===== src/rtl/tlut_result_drain.sv =====
// Result drain for the TLUT SIMD cell: captures the accumulated lane vector into one of
// two ping-pong banks and streams it out one lane per valid/ready beat.
// Optional build macro: RESULT_SAT_EN (unsigned saturation of lanes to OUT_WIDTH plus a
// sticky sat_flag); without it lanes are truncated and sat_flag is tied low.
module tlut_result_drain #(
    parameter int unsigned DIM_MULT  = 16,
    parameter int unsigned ACC_WIDTH = 16,
    parameter int unsigned OUT_WIDTH = 16,
    parameter int unsigned IDX_WIDTH = $clog2(DIM_MULT)
) (
    input  logic                          clk,
    input  logic                          rst_n,
    input  logic                          enable,
    input  logic                          capture,
    input  logic [DIM_MULT*ACC_WIDTH-1:0] accumulated_mult,
    output logic                          out_valid,
    input  logic                          out_ready,
    output logic [OUT_WIDTH-1:0]          out_data,
    output logic [IDX_WIDTH-1:0]          out_idx,
    output logic                          out_last,
    output logic                          overflow,
    output logic                          sat_flag,
    output logic [1:0]                    occupancy
);

    localparam logic [IDX_WIDTH-1:0] LastIdx = IDX_WIDTH'(DIM_MULT - 1);

    typedef enum logic [0:0] {StIdle, StStream} state_e;

    state_e                 state_q;
    logic                   wr_ptr_q;
    logic                   rd_ptr_q;
    logic [IDX_WIDTH-1:0]   lane_cnt_q;
    logic [1:0]             occ_q;
    logic [1:0]             occ_d;
    logic                   overflow_q;
    logic [ACC_WIDTH-1:0]   bank_q [2][DIM_MULT];

    logic                   streaming;
    logic [ACC_WIDTH-1:0]   cur_lane;
    logic [OUT_WIDTH-1:0]   conv_data;
    logic                   hs;
    logic                   last_hs;
    logic                   cap;
    logic                   accept;
    logic                   drop;

    // Beat presentation, handshake decode and capture arbitration.
    always_comb begin
        streaming = (state_q == StStream);
        cur_lane  = bank_q[rd_ptr_q][lane_cnt_q];
`ifdef RESULT_SAT_EN
        // Any bit above OUT_WIDTH set means the lane does not fit.
        conv_data = ((cur_lane >> OUT_WIDTH) != '0) ? '1 : OUT_WIDTH'(cur_lane);
`else
        conv_data = OUT_WIDTH'(cur_lane);
`endif
        out_valid = streaming & enable;
        out_data  = streaming ? conv_data : '0;
        out_idx   = lane_cnt_q;
        out_last  = streaming && (lane_cnt_q == LastIdx);
        hs        = out_valid & out_ready;
        last_hs   = hs & out_last;
        cap       = capture & enable;
        // A full buffer still accepts when the read bank is freed in the same cycle.
        accept    = cap & ((occ_q != 2'd2) | last_hs);
        drop      = cap & ~accept;
        unique case ({accept, last_hs})
            2'b10:   occ_d = occ_q + 2'd1;
            2'b01:   occ_d = occ_q - 2'd1;
            default: occ_d = occ_q;
        endcase
    end

    // Drain FSM, bank pointers, lane counter and sticky overflow.
    always_ff @(posedge clk or negedge rst_n) begin
        if (!rst_n) begin
            state_q    <= StIdle;
            wr_ptr_q   <= 1'b0;
            rd_ptr_q   <= 1'b0;
            lane_cnt_q <= '0;
            occ_q      <= 2'd0;
            overflow_q <= 1'b0;
        end else begin
            if (accept) begin
                wr_ptr_q <= ~wr_ptr_q;
            end
            if (last_hs) begin
                lane_cnt_q <= '0;
                rd_ptr_q   <= ~rd_ptr_q;
            end else if (hs) begin
                lane_cnt_q <= lane_cnt_q + 1'b1;
            end
            occ_q <= occ_d;
            // Keyed off the next occupancy so the first beat follows capture by one cycle
            // and a second full bank streams without a bubble.
            state_q <= (occ_d != 2'd0) ? StStream : StIdle;
            if (drop) begin
                overflow_q <= 1'b1;
            end
        end
    end

    // Bank storage; write pointer never equals the read bank while it is still being read.
    always_ff @(posedge clk or negedge rst_n) begin
        if (!rst_n) begin
            for (int b = 0; b < 2; b++) begin
                for (int i = 0; i < int'(DIM_MULT); i++) begin
                    bank_q[b][i] <= '0;
                end
            end
        end else if (accept) begin
            for (int i = 0; i < int'(DIM_MULT); i++) begin
                bank_q[wr_ptr_q][i] <= accumulated_mult[i*ACC_WIDTH +: ACC_WIDTH];
            end
        end
    end

`ifdef RESULT_SAT_EN
    logic sat_q;

    // Sticky saturation flag, set when a clipped beat is handed off.
    always_ff @(posedge clk or negedge rst_n) begin
        if (!rst_n) begin
            sat_q <= 1'b0;
        end else if (hs && ((cur_lane >> OUT_WIDTH) != '0)) begin
            sat_q <= 1'b1;
        end
    end

    assign sat_flag = sat_q;
`else
    assign sat_flag = 1'b0;
`endif

    assign overflow  = overflow_q;
    assign occupancy = occ_q;

endmodule

===== config.mk =====
export PLATFORM = sky130hd
export DESIGN_NAME = tlut_result_drain
export DESIGN_NICKNAME = d
export VERILOG_FILES = /design/src/rtl/tlut_result_drain.sv
export SDC_FILE = /design/constraint.sdc
export NUM_CORES = 1
export LEC_CHECK = 0
export ABC_CLOCK_PERIOD_IN_PS = 2160
export CORE_MARGIN = 1.5
export CORE_UTILIZATION = 51
export DETAILED_ROUTE_END_ITERATION = 8
export GPL_TIMING_DRIVEN = 0
export PLACE_DENSITY = 0.77
export SKIP_LAST_GASP = 1
export SYNTH_ARGS = -nofsm -noshare
export SYNTH_HDL_FRONTEND = slang
export SYNTH_SLANG_ARGS = --single-unit

===== constraint.sdc =====
create_clock -name clk -period 2.16 [get_ports clk]
set_input_delay 0.54 -clock clk [delete_from_list [all_inputs] [get_ports clk]]
set_output_delay 0.54 -clock clk [all_outputs]
set_load 0.01 [all_outputs]

# After elaboration in Yosys (flattened, before gate mapping)

Index checks and enable logic that the tools add are counted.

Register bits after elaboration: 522
Input port bits: 261
Output and inout port bits: 26
Logic and storage cells: 125

Add/subtract/negate cells: 3
Magnitude comparators: 4
Equal/unequal tests: 4
Mux-type cells: 59
Bitwise operators: 13
Reduce and logical (&&, ||, !) cells: 4

Operators by type and width:

| operator                                    | number |
|---|---|
| bitwise mux 512 bit                         | 16 |
| demux 256 bit (select 1 bit)                | 16 |
| two-way mux 256 bit                         | 4 |
| two-way mux 240 bit                         | 1 |
| two-way mux 224 bit                         | 1 |
| two-way mux 208 bit                         | 1 |
| two-way mux 192 bit                         | 1 |
| two-way mux 176 bit                         | 1 |
| two-way mux 160 bit                         | 1 |
| two-way mux 144 bit                         | 1 |
| two-way mux 128 bit                         | 1 |
| two-way mux 112 bit                         | 1 |
| two-way mux 96 bit                          | 1 |
| two-way mux 80 bit                          | 1 |
| binary-select mux 16 bit (select 4 bit)     | 1 |
| two-way mux 16 bit                          | 4 |
| two-way mux 64 bit                          | 1 |
| two-way mux 48 bit                          | 1 |
| two-way mux 32 bit                          | 1 |
| two-way mux 4 bit                           | 2 |
| bitwise AND 1 bit                           | 6 |
| >= comparator 5 bit, second input constant  | 1 |
| inverter 4 -> 5 bit                         | 1 |
| adder 4 x 1 -> 4 bit, second input constant | 1 |
| other kinds (15)                            | 21 |

# Longest topological paths before layout

Gate-level depths: netlist of the first run.

Depth after elaboration: 21
Gate-level depth with buffers: 8
Depth with buffers taken out: 5

# Least setup slack after synthesis of the first run

Ideal clock, no wire load.

Path kind: reg2out
Start: reg lane_cnt_q[0] (netlist: out_idx[0])
End: out out_data[6]
Arrival time: 1.794 ns
Path slack: -0.174 ns
Cell stages (with the launch flop): 8
Cells stage by stage: dfrtp_1 -> buf_2 -> buf_2 -> buf_2 -> mux4_2 -> mux2i_1 -> nor2_1 -> o311a_1

Cells in the longest elaborated chain, start to end: 5

Ends and longest elaborated chain:

| element                                               | RTL line | RTL |
|---|---|---|
| start: declaration                                    | 33       | `logic [IDX_WIDTH-1:0] lane_cnt_q;` |
| start signal: assignment                              | 92       | `lane_cnt_q <= lane_cnt_q + 1'b1;` |
| inverter 4 -> 5 bit (implied by the code)             | 51       | `cur_lane = bank_q[rd_ptr_q][lane_cnt_q];` |
| binary-select mux 16 bit (select 4 bit)               | 51       |  |
| two-way mux 16 bit (implied by the code) (2 in a row) | 51       |  |
| two-way mux 16 bit                                    | 59       | `out_data = streaming ? conv_data : '0;` |
| end: declaration                                      | 18       | `output logic [OUT_WIDTH-1:0] out_data,` |

Every way passes these cells. The select of a mux whose other input is x is not followed.

# Worst setup path in the final report of the first run

Start: reg lane_cnt_q[0] (netlist: out_idx[0])
End: out out_data[10]

Same word-level chain as after synthesis.

==> results of run 1 <==
## logic make-up (layout without fill, tap and decap cells)
logic type / Yosys count / in the layout / share of synthesized area
AOI/OAI and AO/OA: 109 / 109 / 0.0355
xor gates and xnor gates: 2 / 2 / 0.000731
adders and majority gates: 1 / 1 / 0.000522
buffers and inverters: 117 / 602 / 0.0334
DFF: 522 / 522 / 0.545
muxes: 704 / 704 / 0.365
other: 1 / 4 / 0.000156
and+or+nand+nor: 96 / 96 / 0.0202
## worst reg2reg max path, delay by kind of cell, from the launching register on
kind	cells	cell delay (ps)
adders and majority gates	1	160
buffers and inverters	6	850
AOI/OAI and AO/OA	1	160
and+or+nand+nor	2	370
muxes	1	310
DFF	1	420
## cells in the mapped netlist
cell type	instances	area, sq um
a211oi_1	16	120
a21oi_2	1	8.76
a22oi_1	1	7.51
and2_1	3	18.8
and3_1	2	12.5
buf_1	3	11.3
buf_2	30	150
buf_4	38	285
buf_6	24	270
clkbuf_1	21	78.8
clkbuf_2	1	5.00
conb_1	1	3.75
dfrtp_1	522	13100
ha_1	1	12.5
mux2_1	21	236
mux2_2	539	6070
mux2i_1	64	641
mux4_2	80	1800
nand2_1	26	97.6
nand2b_1	4	25.0
nand3_1	5	25.0
nand3b_1	1	7.51
nand3b_4	1	20.0
nor2_1	17	63.8
nor2b_1	17	106
nor3_1	17	85.1
nor3_2	1	10.0
nor4_1	1	6.26
o211a_1	1	10.0
o211ai_1	16	120
o21a_1	2	15.0
o21ai_0	21	105
o21bai_1	1	7.51
o221a_2	16	180
o221ai_1	1	8.76
o22ai_1	16	100
o311a_1	16	160
o31ai_1	1	7.51
or2_2	1	6.26
xnor2_1	2	17.5
## worst max path at each step
stage	from	endpoint
after floorplan	rd_ptr_q	out_data[14]
after global placement	rst_n	bank_q[232]
after detailed placement	rd_ptr_q	out_data[8]
after CTS	rd_ptr_q	out_data[6]
after global routing	rd_ptr_q	out_data[12]
final	out_idx[0]	out_data[10]
## power groups by stage
stage	sequential [mW]	combinational [mW]	clock [mW]
floorplan	16.4	11.1	0
global placement	17.0	15.6	0
detailed placement	17.3	16.1	0
CTS	17.2	17.3	9.42
global route	18.2	23.2	9.87
finish	17.7	22.4	9.44
## per-stage QoR
stage | TNS [ps] | instances | utilization | hold WS [ps]
final | -78260 | 2647 | 0.735 | 432
after floorplan | -1030 | 1552 | - | 244
after global routing | -91800 | 2645 | 0.735 | 474
after global placement | - | 2444 | 0.595 | 469
after CTS | -21130 | 2567 | 0.655 | 428
after detailed placement | -378790 | 2449 | 0.598 | 466
## final cells by class
cell class,count,share of cell area
Sequential cell,522,0.383
Clock buffer,78,0.0470
Antenna cell,3,0.000220
Multi-Input combinational cell,913,0.352
Buffer,116,0.0481
Tap cell,607,0.0222
Clock inverter,20,0.00473
Timing Repair Buffer,388,0.143
## registers in the layout, indices dropped and copies added (netlist names)
register / cells
rd_ptr_q: 1
state_q: 1
overflow: 1
out_idx: 4
bank_q: 512
wr_ptr_q: 1
occupancy: 2
## layer usage
layer,wire length [microns],vias up,track usage
li1,-,6708,-
met1,32400,8631,0.382
met2,37500,709,0.459
met3,5920,174,0.0475
met4,3010,16,0.0971
met5,105,-,0
## timing repair
action,in CTS,in global routing
resized for setup,238,549
setup endpoints to repair,529,506
cloned,6,59
endpoints found under the hold margin,43,0
setup buffers,13,20
hold buffers,1,0
pin swaps,23,21
==> metrics, run 1 <==
Reg clk slew, reported paths=60 ps; Post-Synthesis Cells=1552; violated checks=setup timing; I/O Buffers=285; Relative slew margins=0.558; Crit-path slowest cell=o211ai_1; Via density=6.13; most used cell, CP=buf_6; I/O Pins=287; CP required=1620 ps; placer congestion estimate=0.928; CORE AREA=46500 sq um; DR DRC count=0; Net Sw Frac=0.325; Vias=16200; layout cell share with drive strength beyond 1=0.501; global-route usage over all layers=0.281; RSZ-0062 raised after global routing=true; Die Width=220 microns; Worst-Skew Late Latency=610 ps; DP Area=27800 sq um; die area=48300 sq um; CP top delay family=compound AO/OA/AOI/OAI gates; post-route cell area=34100 sq um; Final min period=3520 ps; clock skew=19.6 ps; Layout Nets=2257; commonest non-fill, non-tap cell in the layout=dfrtp_1; Psw=16.1 mW; Yosys Warn Count=0; grt total ovfl=0; register share of total power=0.357; Comb pwr share=0.452; CP Class=flop to output port; routed len/inst=29.8 microns; worst reg2reg path depth=11; Area Growth Syn to Fin=42.3%; Synth Register Bits=522; clk sinks=522; critical path peak fanout=10; register area=13100 sq um; FP Rows=79; worst-margin pin slew=663 ps; fin worst setup slack=-1360 ps; Setup crit end kind=output port; Crit. path cell count=8; most frequent cells in the layout=dfrtp_1, mux2_4, clkdlybuf4s50_1; root buffer cell=clkbuf_16; Max-cap violations=0; worst min path class=input port to async pin; Hold Vio Cnt, Final=0; r2r startpoint=out_idx[0]; internal power=33.4 mW; Yosys cell types=40; Critical Path, Cell by Cell=buf_6 > buf_6 > buf_8 > mux4_2 > mux2i_4 > o211ai_1 > o311a_1 > buf_2; r2r endpoint=bank_q[250]; number of global-route vias before repair=16300; Leak Pwr=15.3 nW; Reg2Reg Setup Slack=-230 ps; Power Density=1450 nW/um^2; crit path DAT=2980 ps; max-slew violations=0; Avg Cell Area, Syn=15.5 sq um; CP max stage delay=470 ps; CTS buffer count=54; first-pass GRT wire length=99500 microns; DRT antenna net count=0; maximum clock rate=284 MHz; Multi-input gate area=12000 sq um; DR pass1 iterations=5; crit path buf inv count=4; starting density of the core=0.516; CTS H-tree lvls=2; initial antenna violation count=10; total power=49.5 mW; largest net degree at the start of global routing=127; post-synth net total=1814; outcome=complete, but fails checks; Die Y=220 microns; fill count=2783; Seq/Total Area, Yosys=0.545; CTS max path bufs=3; Mapped Area=24000 sq um; HPWL Detailed=48400 microns; Peak VDD IR=0.696 mV; Finish-stage setup viols=530; DP Worst Slack=-1390 ps; final period utilization=1.63; clock network power share=0.191; CTS tree=yes; Initial DRC Count=1438; Setup crit start kind=flop; total wire length=79000 microns
Note: power is estimated with default switching activity, not from simulation.
==> run 2, diff against run 1 <==
--- a/config.mk
+++ b/config.mk
@@ -11,6 +11,7 @@
 export DETAILED_ROUTE_END_ITERATION = 8
 export GPL_TIMING_DRIVEN = 0
 export PLACE_DENSITY = 0.77
+export SETUP_SLACK_MARGIN = 0.3
 export SKIP_LAST_GASP = 1
 export SYNTH_ARGS = -nofsm -noshare
 export SYNTH_HDL_FRONTEND = slang
==> run 2 against run 1 <==
Against the previous run: die area stayed put; critical path depth is 1 higher; critical endpoint is now out_data[13]; highest routed layer unchanged; the run still ends with setup timing left; total power is 0.94% lower; non-clock buffer count is 48 higher; flip-flop and latch count stayed put; count of clock-buffer cells in the layout is 9 higher; critical path type unchanged; clock power is 0.6% lower; utilization is 0.46 points higher.
==> metrics, run 2 (synthesis gave the netlist of run 1 again) <==
outcome=complete, but fails checks; violated checks=setup timing; critical path peak fanout=5 (-5); Area Growth Syn to Fin=43.2%; initial antenna violation count=13 (+3); I/O Pins=287 (unchanged); Relative slew margins=0.533 (-0.0247); r2r startpoint=out_idx[1]; TNS Setup=-316500 ps (-238240 ps); Via density=6.13 (about the same); CTS buffer count=54 (unchanged); Leak Pwr=15.0 nW (-2.0%); clock skew=28.7 ps (+9.10 ps); layout cell share with drive strength beyond 1=0.508 (+0.00718); largest net degree at the start of global routing=133 (+4.7%); Max-cap violations=0 (unchanged); Layout Nets=2305 (+2.1%); crit path DAT=3040 ps (+60 ps); placer congestion estimate=0.898 (-3.2%); HPWL Detailed=48200 microns (-0.32%); Worst-Skew Late Latency=630 ps (+20 ps); Final min period=3580 ps (+57.8 ps); Peak VDD IR=0.767 mV (+10%); r2r endpoint=bank_q[36]; CP Class=flop to output port; total power=49.0 mW (-0.94%); Die Y=220 microns (unchanged); worst reg2reg path depth=16 (+5); Largest register FFs=512 (unchanged); register area=13100 sq um (about the same); worst min path class=input port to async pin; CORE AREA=46500 sq um (unchanged); Reg2Reg Setup Slack=-700 ps (-470 ps); final core occ=0.739 (+0.00458); maximum clock rate=280 MHz (-1.6%); DRT antenna net count=0 (unchanged); Reg clk slew, reported paths=60 ps (about the same); CTS max path bufs=3 (unchanged); Hold Vio Cnt, Final=0 (unchanged); fin worst setup slack=-1420 ps (-57.8 ps); grt total ovfl=0 (unchanged); Critical Path Source=rd_ptr_q; Setup crit end kind=output port; RSZ-0062 raised after global routing=true; CTS tree=yes; number of global-route vias before repair=17300 (+5.7%); Vias=16600 (+1.9%); global-route usage over all layers=0.310 (+0.0290); Initial DRC Count=1490 (+3.6%); most frequent cells in the layout=dfrtp_1, mux2_2, clkdlybuf4s50_1; root buffer cell=clkbuf_16; Multi-input gate area=11400 sq um (-5.5%); commonest non-fill, non-tap cell in the layout=dfrtp_1; Reg with most FFs=bank_q; I/O Buffers=285 (unchanged); CTS H-tree lvls=2 (unchanged); max-slew violations=0 (unchanged); Setup crit start kind=flop; crit path to=out_data[13]; DR DRC count=0 (unchanged); Die Width=220 microns (unchanged); DR pass1 iterations=5 (unchanged); Finish-stage setup viols=534 (+0.75%); fill count=2695 (-3.2%); starting density of the core=0.516 (unchanged); clk sinks=522 (unchanged); routed len/inst=29.5 microns (-1.1%); first-pass GRT wire length=109000 microns (+9.4%); total wire length=79600 microns (+0.80%); Power Density=1430 nW/um^2 (-1.6%); CP required=1620 ps (about the same); FP Rows=79 (unchanged); worst-margin pin slew=700 ps (+37.0 ps); die area=48300 sq um (unchanged); final period utilization=1.66 (+0.0268)
run 2: cell types whose count changed in the layout (fill, tap and decap cells not counted), moves of 13 or more:
cell / delta
buf_6: +16
mux2_1: +13
mux2_4: -169
buf_12: +29
mux2_2: +156
buf_16: +31
clkbuf_16: -31
run 2: cell type report:
| cell class | instances | share of cell area |
|---|---|---|
| diodes | 7 | 0.000510 |
| flip-flops and latches | 522 | 0.380 |
| multi-input cells | 913 | 0.330 |
| repair buffers | 435 | 0.166 |
| plain buffers | 117 | 0.0488 |
| well taps | 607 | 0.0221 |
| clock buffers | 87 | 0.0489 |
| clock inverters | 11 | 0.00233 |
run 2: critical path: stages (launching register included):
cell and delay [ps]:
dfrtp_1 430, buf_8 170, buf_12 170, buf_12 120, buf_16 130, mux4_2 550, mux2i_2 240, o211ai_1 220
o311a_1 220, buf_2 160
run 2: repair_timing:
item / CTS / global route
gates cloned: 38 / 24
setup buffers: 62 / 21
hold buffers: 1 / 0
endpoints found under the setup margin: 538 / 794
resized for setup: 428 / 244
endpoints found under the hold margin: 18 / 0
pin swaps: 30 / 22
run 2: worst min-delay path by stage:
stage / to / slack [ps] / cells past startpoint
CTS: bank_q[147] / 330 / 2
finish: bank_q[403] / 340 / 2
detailed placement: bank_q[147] / 380 / 1
global placement: bank_q[124] / 470 / 1
global route: bank_q[403] / 360 / 2
floorplan: bank_q[0] / 240 / 0
run 2: report_power, final:
| group | switching (mW) | total (mW) | internal (mW) |
|---|---|---|---|
| Combinational | 9.21 | 22.0 | 12.8 |
| Clock | 3.97 | 9.38 | 5.40 |
| Sequential | 2.84 | 17.6 | 14.7 |
run 2: routing by layer:
| metal | wire [microns] | share of wire | vias up | GRT usage |
|---|---|---|---|---|
| met3 | 5980 | 0.075 | 205 | 0.0651 |
| met1 | 31600 | 0.40 | 8763 | 0.410 |
| li1 | - | - | 6813 | - |
| met4 | 3520 | 0.044 | 12 | 0.117 |
| met2 | 38500 | 0.48 | 758 | 0.505 |
| met5 | 77 | 0.00097 | - | 0 |
run 2: stage by stage:
| stage | hold slack [ps] | instance area [sq um] | std cells | setup slack (ps) |
|---|---|---|---|---|
| 6_report | 339 | 34300 | 2699 | -1420 |
| 2_1_floorplan | 244 | 24100 | 1552 | -75.4 |
| 5_1_grt | 362 | 34300 | 2698 | -1440 |
| 3_3_place_gp | 468 | 27700 | 2444 | -23180 |
| 3_5_place_dp | 383 | 27800 | 2448 | -1290 |
| 4_1_cts | 331 | 32600 | 2647 | -1350 |
==> variant 1 (config.mk and constraints of run 1) <==
Change the parameter `OUT_WIDTH` from 16 to 14.
--- a/src/rtl/tlut_result_drain.sv
+++ b/src/rtl/tlut_result_drain.sv
@@ -6,5 +6,5 @@
     parameter int unsigned DIM_MULT  = 16,
     parameter int unsigned ACC_WIDTH = 16,
-    parameter int unsigned OUT_WIDTH = 16,
+    parameter int unsigned OUT_WIDTH = 14,
     parameter int unsigned IDX_WIDTH = $clog2(DIM_MULT)
 ) (
Ports: changed (resized out_data); port bits go from 287 to 285. The function was not compared with the original's and may differ.
==> variant 1 against run 1 <==
The flow still finishes with violations (negative setup slack); total power down 5.6%; sequential power down 10%; synthesized area down 12%; routed wire length down 2.3%; sequential cell count down 64; clock skew up 3.4 ps; critical path type unchanged; die area down 12%; setup slack worse by 13 ps; design area down 8.8%; largest cell class unchanged; first-iteration DRC count down 2.9%; final cell count down 9.0%.
==> variant 1: results (changes against run 1) <==
.. list-table::
   :header-rows: 1

   * - Metric
     - Value
   * - Inverters
     - 14 (+14)
   * - Area taken by flip-flops and latches
     - 11500 sq um (-12%)
   * - Instance count of the mapped netlist
     - 1408 (-9.3%)
   * - Vias in the first global route
     - 16000 (-2.2%)
   * - Post CTS Setup Buffer Count
     - 70 (+57)
   * - Failing checks
     - negative setup slack
   * - Clock-cell share of area
     - 0.0484 (-0.00337)
   * - Share of final-layout standard cells stronger than drive strength 1
     - 0.487 (-0.0138)
   * - Endpoint of the most critical setup path
     - out_data[11]
   * - Path type of the worst min-delay path
     - reg -> reg
   * - Total nets after synthesis
     - 1670 (-7.9%)
   * - Maximum number of pins on one net before global-route repair
     - 115 (-9.4%)
   * - Final sequential cell count
     - 458 (-12%)
   * - Setup Slack @ Placement
     - -1310 ps (+76.6 ps)
   * - # clk buffers
     - 76 (-2.6%)
   * - Setup-failing EPs final
     - 463 (-13%)
   * - Worst endpoint data arrival time
     - 2990 ps (about the same)
   * - Total leakage power
     - 14.2 nW (-6.8%)
   * - Timing startpoint of the critical path
     - rd_ptr_q
   * - Unique masters post-synth
     - 41 (+2.5%)
   * - Actual transition at the worst max-transition pin
     - 771 ps (+107 ps)
   * - Internal power consumption
     - 0.0306 W (-8.4%)
   * - Run status
     - complete, but fails checks
   * - PortBufs
     - 251 (-12%)
   * - Fraction of area in registers
     - 0.368 (-0.0144)
   * - Smallest setup slack after layout
     - -1370 ps (-12.8 ps)
   * - Standard cell with the maximum stage delay on the critical path
     - sky130_fd_sc_hd__mux4_2
   * - GRT Total Usage
     - 0.328 (+0.0473)
   * - Number of flip-flops in the largest register
     - 448 (-13%)
   * - Number of cells traversed by the worst register-to-register path
     - 12 (+1)
   * - First-pass GRT wire length
     - 101000 um (+1.6%)
   * - DRT iter0 DRCs
     - 1396 (-2.9%)
   * - Leading cell types by total area after synthesis
     - sky130_fd_sc_hd__dfrtp_1 54%, sky130_fd_sc_hd__mux2_2 23%, sky130_fd_sc_hd__mux4_2 6.0%
   * - Largest clock skew in the final design
     - 22.9 ps (+3.37 ps)
   * - Most common library cells after synthesis
     - 458 x sky130_fd_sc_hd__dfrtp_1, 432 x sky130_fd_sc_hd__mux2_2, 112 x sky130_fd_sc_hd__mux2i_1, 65 x sky130_fd_sc_hd__nand2_1, 56 x sky130_fd_sc_hd__mux4_2
   * - Area of the multi-input gates
     - 11000 sq um (-8.1%)
   * - Routed wire length
     - 77200 um (-2.3%)
   * - Number of antenna violations at the first check in global routing
     - 3 (-7)
variant 1: cell count changes after synthesis, sizes merged, moves of 24 or more:
cell	change
mux4	-24
mux2i	+48
mux2	-98
nand2	+39
dfrtp	-64
variant 1: routing by layer:
layer / wire (um) / GRT usage / vias to the layer above
met5: 0 / 0 / -
met4: 3960 / 0.159 / 0
met3: 6520 / 0.0662 / 229
met2: 36600 / 0.527 / 906
met1: 30000 / 0.428 / 8085
li1: - / - / 6107
variant 1: worst min-delay path by stage:
stage	startpoint	endpoint	slack, ps	depth (start not counted)
after floorplan	rst_n	bank_q[0]	240	0
after global placement	bank_q[493]	bank_q[493]	460	1
after CTS	bank_q[252]	bank_q[252]	490	1
after detailed placement	overflow	overflow	470	1
final	overflow	overflow	500	1
after global routing	overflow	overflow	510	1
variant 1: worst register-to-register path, delay by kind of cell (launching register included):
family          cells  cell delay, ps
fa+ha+maj           1             150
flops               1             440
buf+inv             7            1000
compound gates      1             170
mux                 1             310
simple gates        2             390
==> variant 2 (flow settings as in run 1) <==
Without the edit above. Put one more register stage on the output `overflow`, cleared by the reset. The value now appears one clock later. The other outputs are not delayed to match.
--- a/src/rtl/tlut_result_drain.sv
+++ b/src/rtl/tlut_result_drain.sv
@@ -134,5 +134,11 @@
 `endif
 
-    assign overflow  = overflow_q;
+    always_ff @(posedge clk or negedge rst_n) begin
+        if (!rst_n) begin
+            overflow <= '0;
+        end else begin
+            overflow <= overflow_q;
+        end
+    end
     assign occupancy = occ_q;
 
Check against the original RTL: not settled (the Yosys comparison gave no result); the edit may change what the design does.
==> variant 2 against run 1 <==
The run still ends with negative setup slack left; sequential cell count rose by 1; synthesized area down 1.4%; final cell count shrank 0.94%; utilization up 3.9 points; fmax increased by 7.8%; routed wire length increased by 2.1%; design area rose by 3.3%; setup slack improved by 250 ps; total power rose by 7.2%.
==> variant 2: results (changes against run 1) <==
.. list-table::
   :header-rows: 1

   * - Metric
     - Value
   * - Placer congestion estimate
     - 0.884 (-4.8%)
   * - Actual transition at the worst max-transition pin
     - 672 ps (+8.39 ps)
   * - Worst reg2reg path startpoint
     - out_idx[0]
   * - CP max stage delay
     - 570 ps (+100 ps)
   * - Sequential area share after synthesis
     - 0.554 (+0.00884)
   * - Via count
     - 16100 (-1.0%)
   * - Cell total after placement
     - 2367 (-3.3%)
   * - DRT iter0 DRCs
     - 1298 (-9.7%)
   * - Most common library cells after synthesis
     - 523 x sky130_fd_sc_hd__dfrtp_1, 522 x sky130_fd_sc_hd__mux2_2, 97 x sky130_fd_sc_hd__mux4_2, 41 x sky130_fd_sc_hd__buf_4, 32 x sky130_fd_sc_hd__a22oi_1
   * - Adder and majority cell fraction of the synthesized area
     - 0.00106 (+0.000537)
   * - Critical register-to-register path endpoint
     - bank_q[163]
   * - Met3 Use GR
     - 0.0518 (+0.00429)
   * - Routed wire length
     - 80700 um (+2.1%)
   * - Total leakage power
     - 15.8 nW (+3.5%)
   * - Top Family by Delay on Critical Path
     - multiplexers
   * - Instance count of the mapped netlist
     - 1478 (-4.8%)
   * - Met1 track utilization from global routing
     - 0.398 (+0.0157)
   * - Share of final-layout standard cells stronger than drive strength 1
     - 0.549 (+0.0482)
   * - Total placed instance area
     - 27500 sq um (-0.92%)
   * - FF-to-FF setup slack
     - -280 ps (-50 ps)
   * - First-pass GRT wire length
     - 103000 um (+3.2%)
   * - Setup-failing EPs final
     - 519 (-2.1%)
   * - Smallest setup slack after layout
     - -1100 ps (+254 ps)
   * - DRT Pass-1 Iters
     - 4 (-1)
   * - Standard cell with the maximum stage delay on the critical path
     - sky130_fd_sc_hd__mux4_2
   * - Mux contribution to synthesized area
     - 0.364 (-0.000609)
   * - GRT Total Usage
     - 0.294 (+0.0123)
   * - Critical path fanouts, max
     - 8 (-2)
   * - Total nets after synthesis
     - 1741 (-4.0%)
   * - DPL Wire Length
     - 46700 um (-3.6%)
   * - Number of antenna violations at the first check in global routing
     - 13 (+3)
   * - Path type of the worst min-delay path
     - reg -> reg
   * - Detailed-route vias per instance
     - 6.13 (about the same)
   * - Largest clock skew in the final design
     - 15.2 ps (-4.35 ps)
   * - Total negative slack for setup checks
     - -107020 ps (-28760 ps)
   * - Run status
     - complete, but fails checks
   * - Failing checks
     - negative setup slack
   * - Leading cell types by total area after synthesis
     - sky130_fd_sc_hd__dfrtp_1 55%, sky130_fd_sc_hd__mux2_2 25%, sky130_fd_sc_hd__mux4_2 9.2%
   * - Complex-gate fraction of the synthesized area
     - 0.0270 (-0.00849)
   * - Vias in the first global route
     - 16600 (+1.3%)
   * - Met2 routing resource usage after global routing
     - 0.468 (+0.00850)
   * - Worst vdd ir
     - 0.000934 V (+34%)
   * - Post-synthesis share of cell area spent on xor and xnor gates
     - 0.00222 (+0.00149)
   * - Maximum number of pins on one net before global-route repair
     - 129 (+1.6%)
   * - Unique masters post-synth
     - 41 (+2.5%)
   * - Number of nets in the final layout
     - 2230 (-1.2%)
variant 2: worst max-delay path by stage:
stage | to | startpoint | slack [ps] | cells after the start
6_report | out_data[10] | rd_ptr_q | -1100 | 8
5_1_grt | out_data[13] | rd_ptr_q | -1190 | 7
4_1_cts | out_data[11] | rd_ptr_q | -1110 | 8
3_5_place_dp | out_data[13] | rd_ptr_q | -1220 | 7
3_3_place_gp | out_idx[0] | rst_n | -23340 | 1
2_1_floorplan | out_data[0] | rd_ptr_q | -3 | 6
variant 2: timing repair:
item,CTS,global route
gates cloned,20,44
buffers inserted,52,55
hold endpoints to repair,61,0
resized for setup,424,604
pin swaps,48,34
endpoints found under the setup margin,524,661
hold buffers,1,0
variant 2: stage by stage:
step | power, W | util | hold WS, ps | setup slack, ps
floorplan | 0.0280 | - | 244 | -2.99
global placement | 0.0333 | 0.602 | 369 | -23340
detailed placement | 0.0340 | 0.604 | 379 | -1220
CTS | 0.0471 | 0.699 | 394 | -1110
global route | 0.0548 | 0.773 | 413 | -1190
finish | 0.0530 | 0.774 | 401 | -1100
variant 2: final cells by class:
cell class	count	area, sq um
antenna	11	27.5
buffer	94	1550
clock buffer	86	1610
clock inverter	14	226
fill	2385	10300
inverter	1	3.75
multi-input combinational	846	12300
sequential	523	13100
tap	600	751
timing repair buffer	447	5640
variant 2: report_power, final:
group          switching [W]  internal, W
sequential           0.00310       0.0148
combinational        0.00996       0.0153
clock                0.00402      0.00582
variant 2: layer usage:
layer	vias to the layer above	share of wire
li1	6561	-
met1	8693	0.41
met2	642	0.48
met3	172	0.061
met4	6	0.044
met5	-	0.00051
